`src/rtl/mem_port_arbiter.sv`:
```
// mem_port_arbiter: shares one single-ported memory bus between the RV32I
// fetch (IF) and memory (MEM) stages. Data requests always win over fetches.
// Optional build macro ARB_TIMEOUT_EN adds a bus-ack watchdog that forces
// completion after TIMEOUT wait cycles and raises a sticky o_bus_err.
module mem_port_arbiter #(
  parameter int unsigned TIMEOUT   = 255,
  parameter logic [31:0] NOP_INSTR = 32'h0000_0013
) (
  input  logic        i_clk,
  input  logic        i_rst,
  input  logic        i_if_req,
  input  logic [31:0] i_if_addr,
  input  logic        i_if_flush,
  output logic [31:0] o_if_rdata,
  output logic        o_if_valid,
  output logic        o_stall_if,
  input  logic        i_mem_req,
  input  logic        i_mem_we,
  input  logic [3:0]  i_mem_be,
  input  logic [31:0] i_mem_addr,
  input  logic [31:0] i_mem_wdata,
  output logic [31:0] o_mem_rdata,
  output logic        o_mem_valid,
  output logic        o_stall_mem,
  output logic        o_bus_req,
  output logic        o_bus_we,
  output logic [3:0]  o_bus_be,
  output logic [31:0] o_bus_addr,
  output logic [31:0] o_bus_wdata,
  input  logic        i_bus_ack,
  input  logic [31:0] i_bus_rdata,
  output logic        o_bus_err
);

  typedef enum logic [1:0] {IDLE, FETCH, DATA} state_t;

  state_t      state_q, state_d;
  logic        drop_q, drop_d;
  logic        bus_req_d, bus_we_d;
  logic [3:0]  bus_be_d;
  logic [31:0] bus_addr_d, bus_wdata_d;
  logic        if_valid_d, mem_valid_d;
  logic [31:0] if_rdata_d, mem_rdata_d;
  logic        busy, timeout, grant;
  logic        allow_if, allow_mem, mem_ok, if_ok;

  // Stall requests; a port's own valid cycle consumes its request
  assign o_stall_if  = i_if_req & ~o_if_valid;
  assign o_stall_mem = i_mem_req & ~o_mem_valid;
  assign mem_ok      = o_stall_mem;
  assign if_ok       = o_stall_if & ~i_if_flush;
  assign busy        = (state_q != IDLE);

`ifdef ARB_TIMEOUT_EN
  localparam int unsigned CNT_W = $clog2(TIMEOUT + 1);

  logic [CNT_W-1:0] cnt_q;
  logic             err_q;

  assign timeout   = busy & ~i_bus_ack & (cnt_q == CNT_W'(TIMEOUT - 1));
  assign o_bus_err = err_q;

  // Wait-cycle counter, restarted on every grant
  always_ff @(posedge i_clk) begin
    if (i_rst || grant) cnt_q <= '0;
    else if (busy && !i_bus_ack) cnt_q <= cnt_q + CNT_W'(1);
  end

  // Sticky timeout flag, cleared only by reset
  always_ff @(posedge i_clk) begin
    if (i_rst) err_q <= 1'b0;
    else if (timeout) err_q <= 1'b1;
  end
`else
  assign timeout   = 1'b0;
  assign o_bus_err = 1'b0;
`endif

  // Next-state, completion and grant selection
  always_comb begin
    state_d     = state_q;
    drop_d      = drop_q;
    bus_req_d   = 1'b0;
    bus_we_d    = o_bus_we;
    bus_be_d    = o_bus_be;
    bus_addr_d  = o_bus_addr;
    bus_wdata_d = o_bus_wdata;
    if_valid_d  = 1'b0;
    mem_valid_d = 1'b0;
    if_rdata_d  = o_if_rdata;
    mem_rdata_d = o_mem_rdata;
    allow_if    = 1'b0;
    allow_mem   = 1'b0;
    grant       = 1'b0;

    unique case (state_q)
      IDLE: begin
        allow_if  = 1'b1;
        allow_mem = 1'b1;
      end
      FETCH: begin
        if (i_bus_ack) begin
          if_valid_d = ~(drop_q | i_if_flush);
          if_rdata_d = i_bus_rdata;
          drop_d     = 1'b0;
          allow_mem  = 1'b1;
        end else if (timeout) begin
          if_valid_d = ~(drop_q | i_if_flush);
          if_rdata_d = NOP_INSTR;
          drop_d     = 1'b0;
          state_d    = IDLE;
        end else begin
          bus_req_d = 1'b1;
          drop_d    = drop_q | i_if_flush;
        end
      end
      DATA: begin
        if (i_bus_ack) begin
          mem_valid_d = 1'b1;
          mem_rdata_d = o_bus_we ? 32'h0 : i_bus_rdata;
          allow_if    = 1'b1;
        end else if (timeout) begin
          mem_valid_d = 1'b1;
          mem_rdata_d = 32'h0;
          state_d     = IDLE;
        end else begin
          bus_req_d = 1'b1;
        end
      end
      default: state_d = IDLE;
    endcase

    // Grant: data first (older instruction), completing port excluded
    if (allow_mem && mem_ok) begin
      state_d     = DATA;
      grant       = 1'b1;
      bus_req_d   = 1'b1;
      bus_we_d    = i_mem_we;
      bus_be_d    = i_mem_be;
      bus_addr_d  = i_mem_addr;
      bus_wdata_d = i_mem_wdata;
    end else if (allow_if && if_ok) begin
      state_d     = FETCH;
      grant       = 1'b1;
      bus_req_d   = 1'b1;
      bus_we_d    = 1'b0;
      bus_be_d    = 4'hF;
      bus_addr_d  = i_if_addr;
      bus_wdata_d = 32'h0;
    end else if (allow_mem || allow_if) begin
      state_d = IDLE;
    end
  end

  // State and registered outputs
  always_ff @(posedge i_clk) begin
    if (i_rst) begin
      state_q     <= IDLE;
      drop_q      <= 1'b0;
      o_bus_req   <= 1'b0;
      o_bus_we    <= 1'b0;
      o_bus_be    <= 4'h0;
      o_bus_addr  <= 32'h0;
      o_bus_wdata <= 32'h0;
      o_if_valid  <= 1'b0;
      o_mem_valid <= 1'b0;
      o_if_rdata  <= 32'h0;
      o_mem_rdata <= 32'h0;
    end else begin
      state_q     <= state_d;
      drop_q      <= drop_d;
      o_bus_req   <= bus_req_d;
      o_bus_we    <= bus_we_d;
      o_bus_be    <= bus_be_d;
      o_bus_addr  <= bus_addr_d;
      o_bus_wdata <= bus_wdata_d;
      o_if_valid  <= if_valid_d;
      o_mem_valid <= mem_valid_d;
      o_if_rdata  <= if_rdata_d;
      o_mem_rdata <= mem_rdata_d;
    end
  end

endmodule
```
`config.mk`:
```
export PLATFORM = sky130hd
export DESIGN_NAME = mem_port_arbiter
export DESIGN_NICKNAME = d
export VERILOG_FILES = /design/src/rtl/mem_port_arbiter.sv
export SDC_FILE = /design/constraint.sdc
export NUM_CORES = 1
export LEC_CHECK = 0
export CORE_MARGIN = 4
export CORE_UTILIZATION = 35
export CTS_CLUSTER_SIZE = 14
export DETAILED_ROUTE_END_ITERATION = 10
export PLACE_DENSITY_LB_ADDON = 0.15
export SLEW_MARGIN = 40
export SYNTH_ARGS = -nofsm -noshare
export SYNTH_HDL_FRONTEND = slang
export SYNTH_SLANG_ARGS = --single-unit
```
`constraint.sdc`:
```
create_clock -name i_clk -period 4.34 [get_ports i_clk]
set_input_delay 0.651 -clock i_clk [delete_from_list [all_inputs] [get_ports i_clk]]
set_output_delay 0.651 -clock i_clk [all_outputs]
set_load 0.01 [all_outputs]
```
==> results.py <==
metrics = {
    "clock_network": {
        "cts_resized": 0,
        "cts.sink_count": 139,
        "clockBufferDepth": 2,
        "cts_post_setup_buffers_inserted": 0,
        "cts_tree": "done",
        "clk_pin_slew_worst_paths_ps": 60,
        "post_cts_hold_buffers": 0,
        "root_buffer_master": "sky130_fd_sc_hd__clkbuf_16",
        "worstSkewPairLatency_ps": 410,
        "numCtsBuffers": 17,
        "cts_htree_levels": 4,
    },
    "timing": {
        "worst_slew_pin_slew_ps": 825,
        "slew_violations": 0,
        "achievable-frequency_mhz": 347,
        "ratio_of_final_minimum_period_to_clock_period": 0.665,
        "totalNegativeSetupSlack_ps": 0,
        "rsz0062_at_grt": "no",
        "fin_crit_ps": 2890,
        "worst_clock_skew_ps": 9.33,
        "finalSetupViolCount": 0,
        "final_hold_viol_count": 0,
        "normalized_max_slew_margin": 0.449,
    },
    "placed_design": {
        "detailed_place_hpwl_mm": 13.7,
        "post_dp_cell_area_um2": 8340,
        "port_buffers": 276,
        "globalplace.congestion": 0.855,
    },
    "logic_synthesis": {
        "synth_compound_gate_area_share": 0.257,
        "async_reset_ff_frac": 0,
        "synth_area_leader_cell": "sky130_fd_sc_hd__dfxtp_1",
        "synthesis.nets": 739,
        "synthTopCellsByArea": "sky130_fd_sc_hd__dfxtp_1, sky130_fd_sc_hd__nand2_1, sky130_fd_sc_hd__a22o_1",
        "synth_fa_ha_area_frac": 0.00907,
        "syn-instance-count": 596,
        "synth_warnings": 0,
        "ys_types": 37,
        "synth_edf_count": 0,
        "main_combinational_cell_family_by_area_after_synthesis": "compound AO/OA/AOI/OAI gates",
        "yosys_most_used_dff": "sky130_fd_sc_hd__dfxtp_1",
        "synth-xor-area-share": 0,
        "synth.cell_area_um2": 5520,
        "synthSimpleGateAreaFrac": 0.141,
        "yosysTopAreaCellShare": 0.504,
        "synth.yosys.seq_area_share": 0.504,
        "post_synth.cell_area_avg_um2": 9.26,
        "post_synth_mux_area_share": 0,
        "synth_register_bits": 139,
    },
    "job": {
        "max_cap_viol_count": 0,
    },
    "cells_and_area": {
        "area_occupied_by_multi_input_gates_um2": 2290,
        "seqCellArea_um2": 2780,
        "total_number_of_nets_in_the_final_design": 983,
        "layout.cells.most_common": "sky130_fd_sc_hd__clkdlybuf4s50_1",
        "postLayoutCellArea_um2": 8970,
        "final_cell_mix": "sky130_fd_sc_hd__clkdlybuf4s50_1, sky130_fd_sc_hd__dfxtp_1, sky130_fd_sc_hd__nand2_1",
        "diodes": 0,
        "drive_gt1_frac": 0.0844,
        "layout.filler_cells": 1331,
        "area_delta_synth_final_pct": 62.5,
    },
    "status": {
        "outcome": "finished clean",
    },
    "floorplanning": {
        "die_height_um": 134,
        "start_util": 0.360,
        "floorplan.rows": 45,
        "fp.dieArea_um2": 17800,
        "num_io_pins": 278,
        "design.core.area_um2": 15300,
        "dieWidth_um": 134,
    },
    "global_route": {
        "grt_overflow": 0,
        "grt_start_max_net_pins": 56,
        "first_global_vias": 5678,
        "grt_first_pass_wirelength_mm": 30.2,
        "global_route.usage.total": 0.209,
        "antenna_found_initial": 0,
    },
    "worst_setup_path": {
        "critPathLaunchType": "input pin",
        "worst-endpoint-required_ps": 3690,
        "criticalPathCategory": "in2out",
        "kind_of_end_point_of_the_critical_path": "primary output",
        "critPathMaxFanout": 13,
        "arrival_ps": 2230,
    },
    "route": {
        "drc_errors": 0,
        "detail_route.iter0.violations": 245,
        "wirelength_mm": 19.2,
        "dr.pass1.iters": 4,
        "dr_wl_cell_um": 18.1,
        "detail_route.vias_per_cell": 5.24,
        "final_antenna_net_count": 0,
        "vias": 5575,
    },
    "hold_path": {
        "holdCritPathClass": "reg2reg",
    },
    "power": {
        "vdd.ir_drop.worst_uv": 264,
        "powerDensity_nw_per_um2": 396,
        "cellLeakagePower_uw": 0.00321,
    },
}
worst max-delay path, stage by stage:
cell and delay [ps]:
sky130_fd_sc_hd__clkdlybuf4s50_1 480, sky130_fd_sc_hd__nand2b_1 330, sky130_fd_sc_hd__inv_1 180, sky130_fd_sc_hd__clkdlybuf4s50_1 590
through the flow:
step / power, uW / util / instances / setup slack, ps / hold slack (ps)
final: 3550 / 0.586 / 1064 / 1450 / 455
after global routing: 3690 / 0.586 / 1064 / 1390 / 477
after CTS: 3590 / 0.586 / 1064 / 1430 / 458
after detailed placement: 2030 / 0.544 / 1032 / 1240 / 439
after global placement: 2010 / 0.539 / 1026 / 1190 / 442
after floorplan: 1690 / - / 596 / 2560 / 399
state kept, by name, summed over array words and instances (netlist names):
name / count
o_bus_we: 1
o_bus_be: 4
o_if_valid: 1
o_bus_wdata: 32
o_bus_req: 1
drop_q: 1
o_mem_valid: 1
o_mem_rdata: 32
state_q: 2
o_bus_addr: 32
o_if_rdata: 32
kinds of logic after synthesis:
logic type / count (synthesis)
AOI/OAI and AO/OA: 177
adders and majority gates: 4
buffers and inverters: 99
DFF: 139
other: 1
and+or+nand+nor: 176
cell type report:
cell class | instances | area share
Timing Repair Buffer | 287 | 0.319
Sequential cell | 139 | 0.310
Multi-Input combinational cell | 358 | 0.255
Clock buffer | 19 | 0.0494
Tap cell | 211 | 0.0294
Clock inverter | 13 | 0.0211
Inverter | 37 | 0.0155
cell usage after synthesis, types with 13 or more instances:
master,number
sky130_fd_sc_hd__dfxtp_1,139
sky130_fd_sc_hd__nand2_1,99
sky130_fd_sc_hd__inv_1,37
sky130_fd_sc_hd__a21oi_1,35
sky130_fd_sc_hd__nand3_1,33
sky130_fd_sc_hd__nor3_1,33
sky130_fd_sc_hd__a22o_1,32
sky130_fd_sc_hd__a311oi_1,32
sky130_fd_sc_hd__o21ai_0,28
sky130_fd_sc_hd__buf_2,24
sky130_fd_sc_hd__clkbuf_1,23
sky130_fd_sc_hd__o32ai_1,20
sky130_fd_sc_hd__o32ai_2,13
power by group:
group / internal (uW) / switching (uW)
clock network: 982 / 559
logic: 324 / 288
registers: 1350 / 43.1
final timing paths:
path / from / slack (ps) / endpoint / cells after the start
min: o_if_rdata[4]$_SDFFE_PP0P_ / 450 / o_if_rdata[4]$_SDFFE_PP0P_ / 2
min reg2reg: o_if_rdata[4]$_SDFFE_PP0P_ / 450 / o_if_rdata[4]$_SDFFE_PP0P_ / 2
max: i_mem_req / 1450 / o_stall_mem / 4
max reg2reg: state_q[0]$_SDFFE_PP0P_ / 1850 / o_bus_wdata[22]$_SDFFE_PP0P_ / 7
metal layers:
metal  wire (um)  track usage  part of all wire  up-vias
met5           0            0                 0        -
met4         471       0.0754             0.024        0
met3        1590       0.0691             0.083       32
met2        9400        0.352              0.49      260
met1        7770        0.249              0.40     2658
li1            -            -                 -     2625
Power figures use the tool's default switching activity.
